<file path="src/rtl/wb_spram_pkg.sv">
// Shared types and constants for the Wishbone single-port RAM controller.
package wb_spram_pkg;

  typedef enum logic {
    CLEAR = 1'b0,
    RUN   = 1'b1
  } state_e;

  localparam int WB_SEL_W = 4;
  localparam int WB_DW    = 32;

endpackage

</file>
<file path="src/rtl/spram_clear_fsm.sv">
// Post-reset zero-fill sequencer: walks every RAM word once, then hands the
// RAM over to the bus for good (only reset brings it back to CLEAR).
module spram_clear_fsm
  import wb_spram_pkg::*;
#(
  parameter int ADDR_WIDTH     = 14,
  parameter bit CLEAR_ON_RESET = 1'b0
) (
  input  logic                  clk,
  input  logic                  rst,
  output logic                  clear_active,
  output logic [ADDR_WIDTH-1:0] clear_addr
);

  state_e                state_q, state_d;
  logic [ADDR_WIDTH-1:0] cnt_q, cnt_d;

  // State and word counter registers; reset restarts the fill from word 0.
  always_ff @(posedge clk or posedge rst) begin
    if (rst) begin
      state_q <= CLEAR_ON_RESET ? CLEAR : RUN;
      cnt_q   <= '0;
    end else begin
      state_q <= state_d;
      cnt_q   <= cnt_d;
    end
  end

  // One word per cycle; the last word (all ones) is written in the final CLEAR cycle.
  always_comb begin
    state_d = state_q;
    cnt_d   = cnt_q;
    case (state_q)
      CLEAR: begin
        if (cnt_q == '1) begin
          state_d = RUN;
        end else begin
          cnt_d = cnt_q + ADDR_WIDTH'(1);
        end
      end
      RUN: begin
        state_d = RUN;
      end
      default: begin
        state_d = RUN;
      end
    endcase
  end

  assign clear_active = (state_q == CLEAR);
  assign clear_addr   = cnt_q;

endmodule

</file>
<file path="src/rtl/wb_spram_ctrl.sv">
// Wishbone B4 pipelined slave in front of a single-port 32-bit RAM with
// 1-cycle read latency. Decodes its address window, answers out-of-window
// accesses with err, and optionally zero-fills the RAM after reset.
module wb_spram_ctrl
  import wb_spram_pkg::*;
#(
  parameter int          SIZE           = 'h10000,
  parameter int          ADDR_WIDTH     = $clog2(SIZE) - 2,
  parameter logic [31:0] BASE           = 32'h0,
  parameter bit          OUT_REG        = 1'b0,
  parameter bit          CLEAR_ON_RESET = 1'b0
) (
  input  logic                  clk,
  input  logic                  rst,
  input  logic                  wb_cyc,
  input  logic                  wb_stb,
  input  logic                  wb_we,
  input  logic [WB_SEL_W-1:0]   wb_sel,
  input  logic [31:0]           wb_adr,
  input  logic [WB_DW-1:0]      wb_dat_i,
  output logic                  wb_stall,
  output logic                  wb_ack,
  output logic                  wb_err,
  output logic [WB_DW-1:0]      wb_dat_o,
  output logic [ADDR_WIDTH-1:0] ram_addr,
  output logic                  ram_ce,
  output logic [WB_SEL_W-1:0]   ram_we,
  output logic [WB_DW-1:0]      ram_d,
  input  logic [WB_DW-1:0]      ram_q
);

  localparam logic [31:0] SIZE_B = 32'(SIZE);

  logic                  clear_active;
  logic [ADDR_WIDTH-1:0] clear_addr;
  logic [31:0]           off;
  logic                  in_range;
  logic                  accept;
  logic                  p1_v;
  logic                  p1_err;
  logic                  resp_ack;
  logic                  resp_err;

  spram_clear_fsm #(
    .ADDR_WIDTH     (ADDR_WIDTH),
    .CLEAR_ON_RESET (CLEAR_ON_RESET)
  ) u_clear (
    .clk          (clk),
    .rst          (rst),
    .clear_active (clear_active),
    .clear_addr   (clear_addr)
  );

  // The window never wraps: anything below BASE or at/after BASE+SIZE is an error.
  assign off      = wb_adr - BASE;
  assign in_range = (wb_adr >= BASE) && (off < SIZE_B);
  assign accept   = wb_cyc & wb_stb & ~clear_active;
  assign wb_stall = clear_active;

  // RAM port mux: the fill sequencer owns the RAM while clearing, the bus afterwards.
  always_comb begin
    ram_ce   = 1'b0;
    ram_we   = '0;
    ram_d    = wb_dat_i;
    ram_addr = off[ADDR_WIDTH+1:2];
    if (clear_active) begin
      ram_ce   = 1'b1;
      ram_we   = '1;
      ram_d    = '0;
      ram_addr = clear_addr;
    end else if (accept && in_range) begin
      ram_ce = 1'b1;
      ram_we = wb_we ? wb_sel : '0;
    end
  end

  // First response stage lines up with the RAM read latency; dropping cyc flushes it.
  always_ff @(posedge clk or posedge rst) begin
    if (rst) begin
      p1_v   <= 1'b0;
      p1_err <= 1'b0;
    end else if (!wb_cyc) begin
      p1_v   <= 1'b0;
      p1_err <= 1'b0;
    end else begin
      p1_v   <= accept;
      p1_err <= accept & ~in_range;
    end
  end

  assign resp_ack = p1_v & ~p1_err & wb_cyc;
  assign resp_err = p1_v & p1_err & wb_cyc;

  generate
    if (OUT_REG) begin : g_out_reg
      logic             ack_q;
      logic             err_q;
      logic [WB_DW-1:0] dat_q;

      // Registered response: one extra cycle of latency, outputs come straight from flops.
      always_ff @(posedge clk or posedge rst) begin
        if (rst) begin
          ack_q <= 1'b0;
          err_q <= 1'b0;
          dat_q <= '0;
        end else begin
          ack_q <= resp_ack;
          err_q <= resp_err;
          dat_q <= ram_q;
        end
      end

      assign wb_ack   = ack_q;
      assign wb_err   = err_q;
      assign wb_dat_o = dat_q;
    end else begin : g_out_comb
      assign wb_ack   = resp_ack;
      assign wb_err   = resp_err;
      assign wb_dat_o = p1_v ? ram_q : '0;
    end
  endgenerate

endmodule

</file>
<file path="config.mk">
export PLATFORM = sky130hd
export DESIGN_NAME = wb_spram_ctrl
export DESIGN_NICKNAME = d
export VERILOG_FILES = /design/src/rtl/wb_spram_pkg.sv /design/src/rtl/spram_clear_fsm.sv /design/src/rtl/wb_spram_ctrl.sv
export SDC_FILE = /design/constraint.sdc
export NUM_CORES = 1
export LEC_CHECK = 0
export CAP_MARGIN = 20
export CORE_UTILIZATION = 28
export CTS_BUF_LIST = sky130_fd_sc_hd__clkbuf_16
export DETAILED_ROUTE_END_ITERATION = 6
export GPL_TIMING_DRIVEN = 1
export PLACE_DENSITY = 0.87
export SLEW_MARGIN = 20
export SYNTH_ARGS = -nofsm -noshare
export SYNTH_HDL_FRONTEND = slang
export SYNTH_SLANG_ARGS = --single-unit
</file>
<file path="constraint.sdc">
create_clock -name clk -period 5.5 [get_ports clk]
set_input_delay 1.65 -clock clk [delete_from_list [all_inputs] [get_ports clk]]
set_output_delay 1.65 -clock clk [all_outputs]
set_load 0.005 [all_outputs]
</file>
### After elaboration in Yosys (flattened, before gate mapping)

Cells that the tools add are included.

| operators by class | value |
|---|---|
| reductions and logical operators | 3 |
| mux-type cells | 12 |
| bitwise gates (word level) | 11 |
| $add $sub $neg | 1 |
| order comparisons | 2 |
| equal/unequal tests | 1 |

Operators with widths:

| kind | count |
|---|---|
| $mux W32 | 2 |
| $ge A32 B1 Y1 const B | 1 |
| $lt A32 B17 Y1 const B | 1 |
| $add A14 B1 Y14 const B | 1 |
| $eq A14 B14 Y1 const B | 1 |
| $mux W14 | 1 |
| $mux W4 | 3 |
| $and A1 B1 Y1 | 7 |
| $mux W1 | 5 |
| $not A1 Y1 | 4 |
| $logic_and A1 B1 Y1 | 2 |
| $pmux W1 S2 | 1 |
| $reduce_and A2 Y1 | 1 |

| word-level totals | value |
|---|---|
| output and inout bits | 86 |
| register bits after elaboration | 17 |

### Longest topological paths before layout

Gate-level depths: netlist of the first run.

| logic depth | value |
|---|---|
| word-level depth | 5 |
| gate-level depth with buffers | 5 |
| mapped depth without buffers | 5 |

### Modules after synthesis

Synthesis of the first run repeated with hierarchy kept, for this count alone.

| second synthesis, totals | value |
|---|---|
| cells, all modules | 177 |
| area total of the unflattened synthesis | 1,557.7 µm² |

Modules (own cells, without submodules):

| module | instances | cells an instance | area an instance (µm²) | seq. area each (µm²) |
|---|---|---|---|---|
| wb_spram_ctrl | 1 | 110 | 822.0 | 50.0 |
| spram_clear_fsm | 1 | 67 | 735.7 | 376.6 |

### Worst setup path after synthesis of the first run

OpenSTA, ideal clock, no wires.

| path | value |
|---|---|
| kind | input to output |
| start | in wb_adr[28] |
| end | out ram_we[0] |
| path buffers | 0 |
| data required time | 3,850 ps |
| arrival | 2,389 ps |
| slack | 1,461 ps |
| stages on the path | 4 |
| path through | nor4_1 and4_1 nand2_1 o21ai_0 |

| on the way | value |
|---|---|
| longest elaborated chain between the ends | 5 |
| elaborated cells on any way between the ends | 6 |
| classes of those cells | 2 x order compare; 2 x mux; 2 x reduce/logical |

Ends and longest elaborated chain:

| what | RTL line | text |
|---|---|---|
| from (decl) | wb_spram_ctrl.sv:19 | `input logic [31:0] wb_adr,` |
| $ge A32 B1 Y1 / $lt A32 B17 Y1 (equally long branches) | wb_spram_ctrl.sv:56 | `assign in_range = (wb_adr >= BASE) && (off < SIZE_B);` |
| $logic_and A1 B1 Y1 * | wb_spram_ctrl.sv:56 |  |
| $logic_and A1 B1 Y1 * | wb_spram_ctrl.sv:71 | `end else if (accept && in_range) begin` |
| $mux W4 * | wb_spram_ctrl.sv:71 |  |
| $mux W4 * | wb_spram_ctrl.sv:66 | `if (clear_active) begin` |
| to (decl) | wb_spram_ctrl.sv:27 | `output logic [WB_SEL_W-1:0] ram_we,` |

Every way passes the cells marked *; elsewhere a longest branch is shown, timed or not.

### Worst setup path in the final report of the first run

| path | value |
|---|---|
| start | in wb_adr[28] |
| end | out ram_we[3] |

The elaborated chain is that of the path after synthesis.

==> out/qor.txt, run 1 <==
quantity of gates resized following cts - 0
vias in the first global route - 1852
Ys Warns - 0
WP data required - 3850 ps
synthesized area - 1470 um^2
All-Layer GR Usage - 0.190
Seq cells post-synth - 17
Initial Utilization - 0.290
clock latency on the worst-skew pair - 250 ps
first-pass GRT wire length - 8160 um
ant diodes - 0
LEAKAGE - 1.39 nW
syn_nets - 283
Critical Path AT - 3480 ps
DR vias/cell - 4.47
status - complete, no violations
Final period util - 0.932
Synth area leader - and2_1
Total Power - 0.342 mW
Max stage delay on crit path - 520 ps
Clock Path Buffers - 2
drt initial violations - 59
Detailed Route WL - 5650 um
leading post-synthesis cells by cell area - and2_1, dfrtp_1, mux2_2
Final Non-Filler Cells - 430
M1 WL - 2050 um
DRC - 0
area delta synth->final - 137%
Hold Fails Final Rpt - 0
Core Rows - 26
number of flops mapped to enable cells by yosys - 0
fin crit period - 5130 ps
register area share after synthesis - 0.289
chip width - 74.6 um
Initial DRT Pass Iterations - 4
max-slew violation count - 0
f_max - 195 MHz
HPWL Detailed - 4750 um
initial antenna violation count - 0
CP Class - in -> out
Cell Pwr Density - 98.2 nW/um^2
RSZ-0062 raised after global routing - false
leading cell type in the layout, fill and taps excluded - clkdlybuf4s50_1
IO buf count - 188
hold buffer count at cts - 0
Placed Cells - 426
DR top layer - met4
Yosys top cell area share - 0.272
Setup Viol. Count Final - 0
largest net degree at the start of global routing - 60
setup ws final - 374 ps
proportion of layout cells with a drive suffix above 1 - 0.0667
max-cap viol count - 0
DR WL met3 - 574 um
Crit-path slowest cell - clkdlybuf4s50_1
Clock transition at path regs - 50 ps
Startpoint Class - input pin
Worst path most repeated cell - clkdlybuf4s50_1
die area - 5560 um^2
average wire per standard cell - 13.1 um
TritonCTS buffer count - 3
I/O pins - 191
Placer Congestion - 0.756
Worst setup EP type - primary output
top_reg_cell synth - dfrtp_1
commonest cells after routing, fill and taps aside - clkdlybuf4s50_1, and2_1, dfrtp_1, mux2_2, nand2_1
Relative slew margins - 0.433
worst slew pin tran - 850 ps
met2 WL - 2960 um
setup bufs post-CTS - 0
HP Class - reg -> reg
CTS tree - done
final layout net count - 467
worst-path fanout max - 5
Sum Neg Setup Slack - 0 ps
synth unique cells - 31
gr ovfl total - 0
peak supply drop - 89.8 uV
FFs w/ async S/R, synth - 1.00
core area - 5070 um^2
via count - 1922
clock sink count - 17
Core Util, Final - 0.687
Max H-tree Level - 1
Post-DRT Antenna Nets - 0
cells along the critical path - clkdlybuf4s50_1 -> nor4_1 -> and4_1 -> nand2_1 -> o21ai_0 -> clkdlybuf4s50_1
worst clock skew - 2.63 ps
CTS root buf - clkbuf_16
syn avg cell area - 8.33 um^2
die height - 74.6 um
Syn Inst Count - 177
Place WS - 381 ps
[synth_stat cells (4+ instances only)]
master    instances
o21ai_0           8
inv_1             5
dfrtp_1          16
clkbuf_1          7
xor2_1            6
mux2_2           15
and2_1           64
nand3_1           5
nor4_1            6
nand2_1          13
nor3_1            4
[area by class of cell]
cell class / count / area [um^2]
Timing Repair Buffer: 188 / 1880
Fill cell: 417 / 1590
Multi-Input combinational cell: 146 / 993
Sequential cell: 17 / 427
Tap cell: 70 / 87.6
Clock buffer: 3 / 75.1
Inverter: 5 / 18.8
Clock inverter: 1 / 3.75
[worst max-delay path: cells and delay by family]
| family | cells | cell delay [ps] |
|---|---|---|
| AO/OA/AOI/OAI | 1 | 190 |
| buffers and inverters | 2 | 930 |
| AND/OR/NAND/NOR | 3 | 710 |
[per-stage QoR]
stage	hold slack (ps)	area (um^2)
finish	487	3490
floorplan	460	1470
detailed placement	482	3410
global route	538	3490
global placement	485	3410
CTS	491	3490
[layer usage]
layer / up-vias / track usage
met2: 108 / 0.375
met3: 5 / 0.0366
li1: 955 / -
met1: 854 / 0.200
met4: 0 / 0.0566
met5: - / 0
[where the power goes]
group / total (mW) / switching (mW) / internal (mW)
combinational: 0.0743 / 0.0114 / 0.0628
sequential: 0.125 / 0 / 0.125
clock: 0.143 / 0.0463 / 0.0965
total: 0.342 / 0.0577 / 0.285
[path summary, 6_finish.rpt]
check / startpoint / end / slack [ps] / depth (start not counted)
setup / recovery: wb_adr[28] / ram_we[3] / 370 / 6
hold / removal: u_clear.clear_addr[10] / u_clear.clear_addr[10] / 490 / 1
setup reg to reg: u_clear.state_q / u_clear.clear_addr[12] / 3490 / 4
hold reg to reg: u_clear.clear_addr[10] / u_clear.clear_addr[10] / 490 / 1
max in group asynchronous: rst / u_clear.clear_addr[13] / 3300 / 2
min in group asynchronous: rst / u_clear.clear_addr[12] / 1790 / 2
[state kept, by name, summed over array words and instances (netlist names)]
register	flops
p1_v	1
p1_err	1
u_clear.state_q	1
u_clear.clear_addr	14
[cells by family (layout without fill, tap and decap cells)]
group | after synthesis | in the layout | share of synthesized area
buffers and inverters | 14 | 197 | 0.0365
XOR/XNOR | 8 | 8 | 0.0475
AO/OA/AOI/OAI | 12 | 12 | 0.0484
flip-flops | 17 | 17 | 0.289
adder cells (fa/ha/maj) | 1 | 1 | 0.00849
multiplexers | 16 | 16 | 0.121
AND/OR/NAND/NOR | 109 | 109 | 0.448
Note: power is estimated with default switching activity, not from simulation.
==> run 2: changes to the inputs <==
--- a/config.mk
+++ b/config.mk
@@ -5,11 +5,13 @@
 export SDC_FILE = /design/constraint.sdc
 export NUM_CORES = 1
 export LEC_CHECK = 0
+export ABC_CLOCK_PERIOD_IN_PS = 5500
 export CAP_MARGIN = 20
 export CORE_UTILIZATION = 28
 export CTS_BUF_LIST = sky130_fd_sc_hd__clkbuf_16
 export DETAILED_ROUTE_END_ITERATION = 6
 export GPL_TIMING_DRIVEN = 1
+export HOLD_SLACK_MARGIN = 0.15
 export PLACE_DENSITY = 0.87
 export SLEW_MARGIN = 20
 export SYNTH_ARGS = -nofsm -noshare
==> results of run 2 <==
No change in the layout: final DEF, timing and power equal those of run 1.
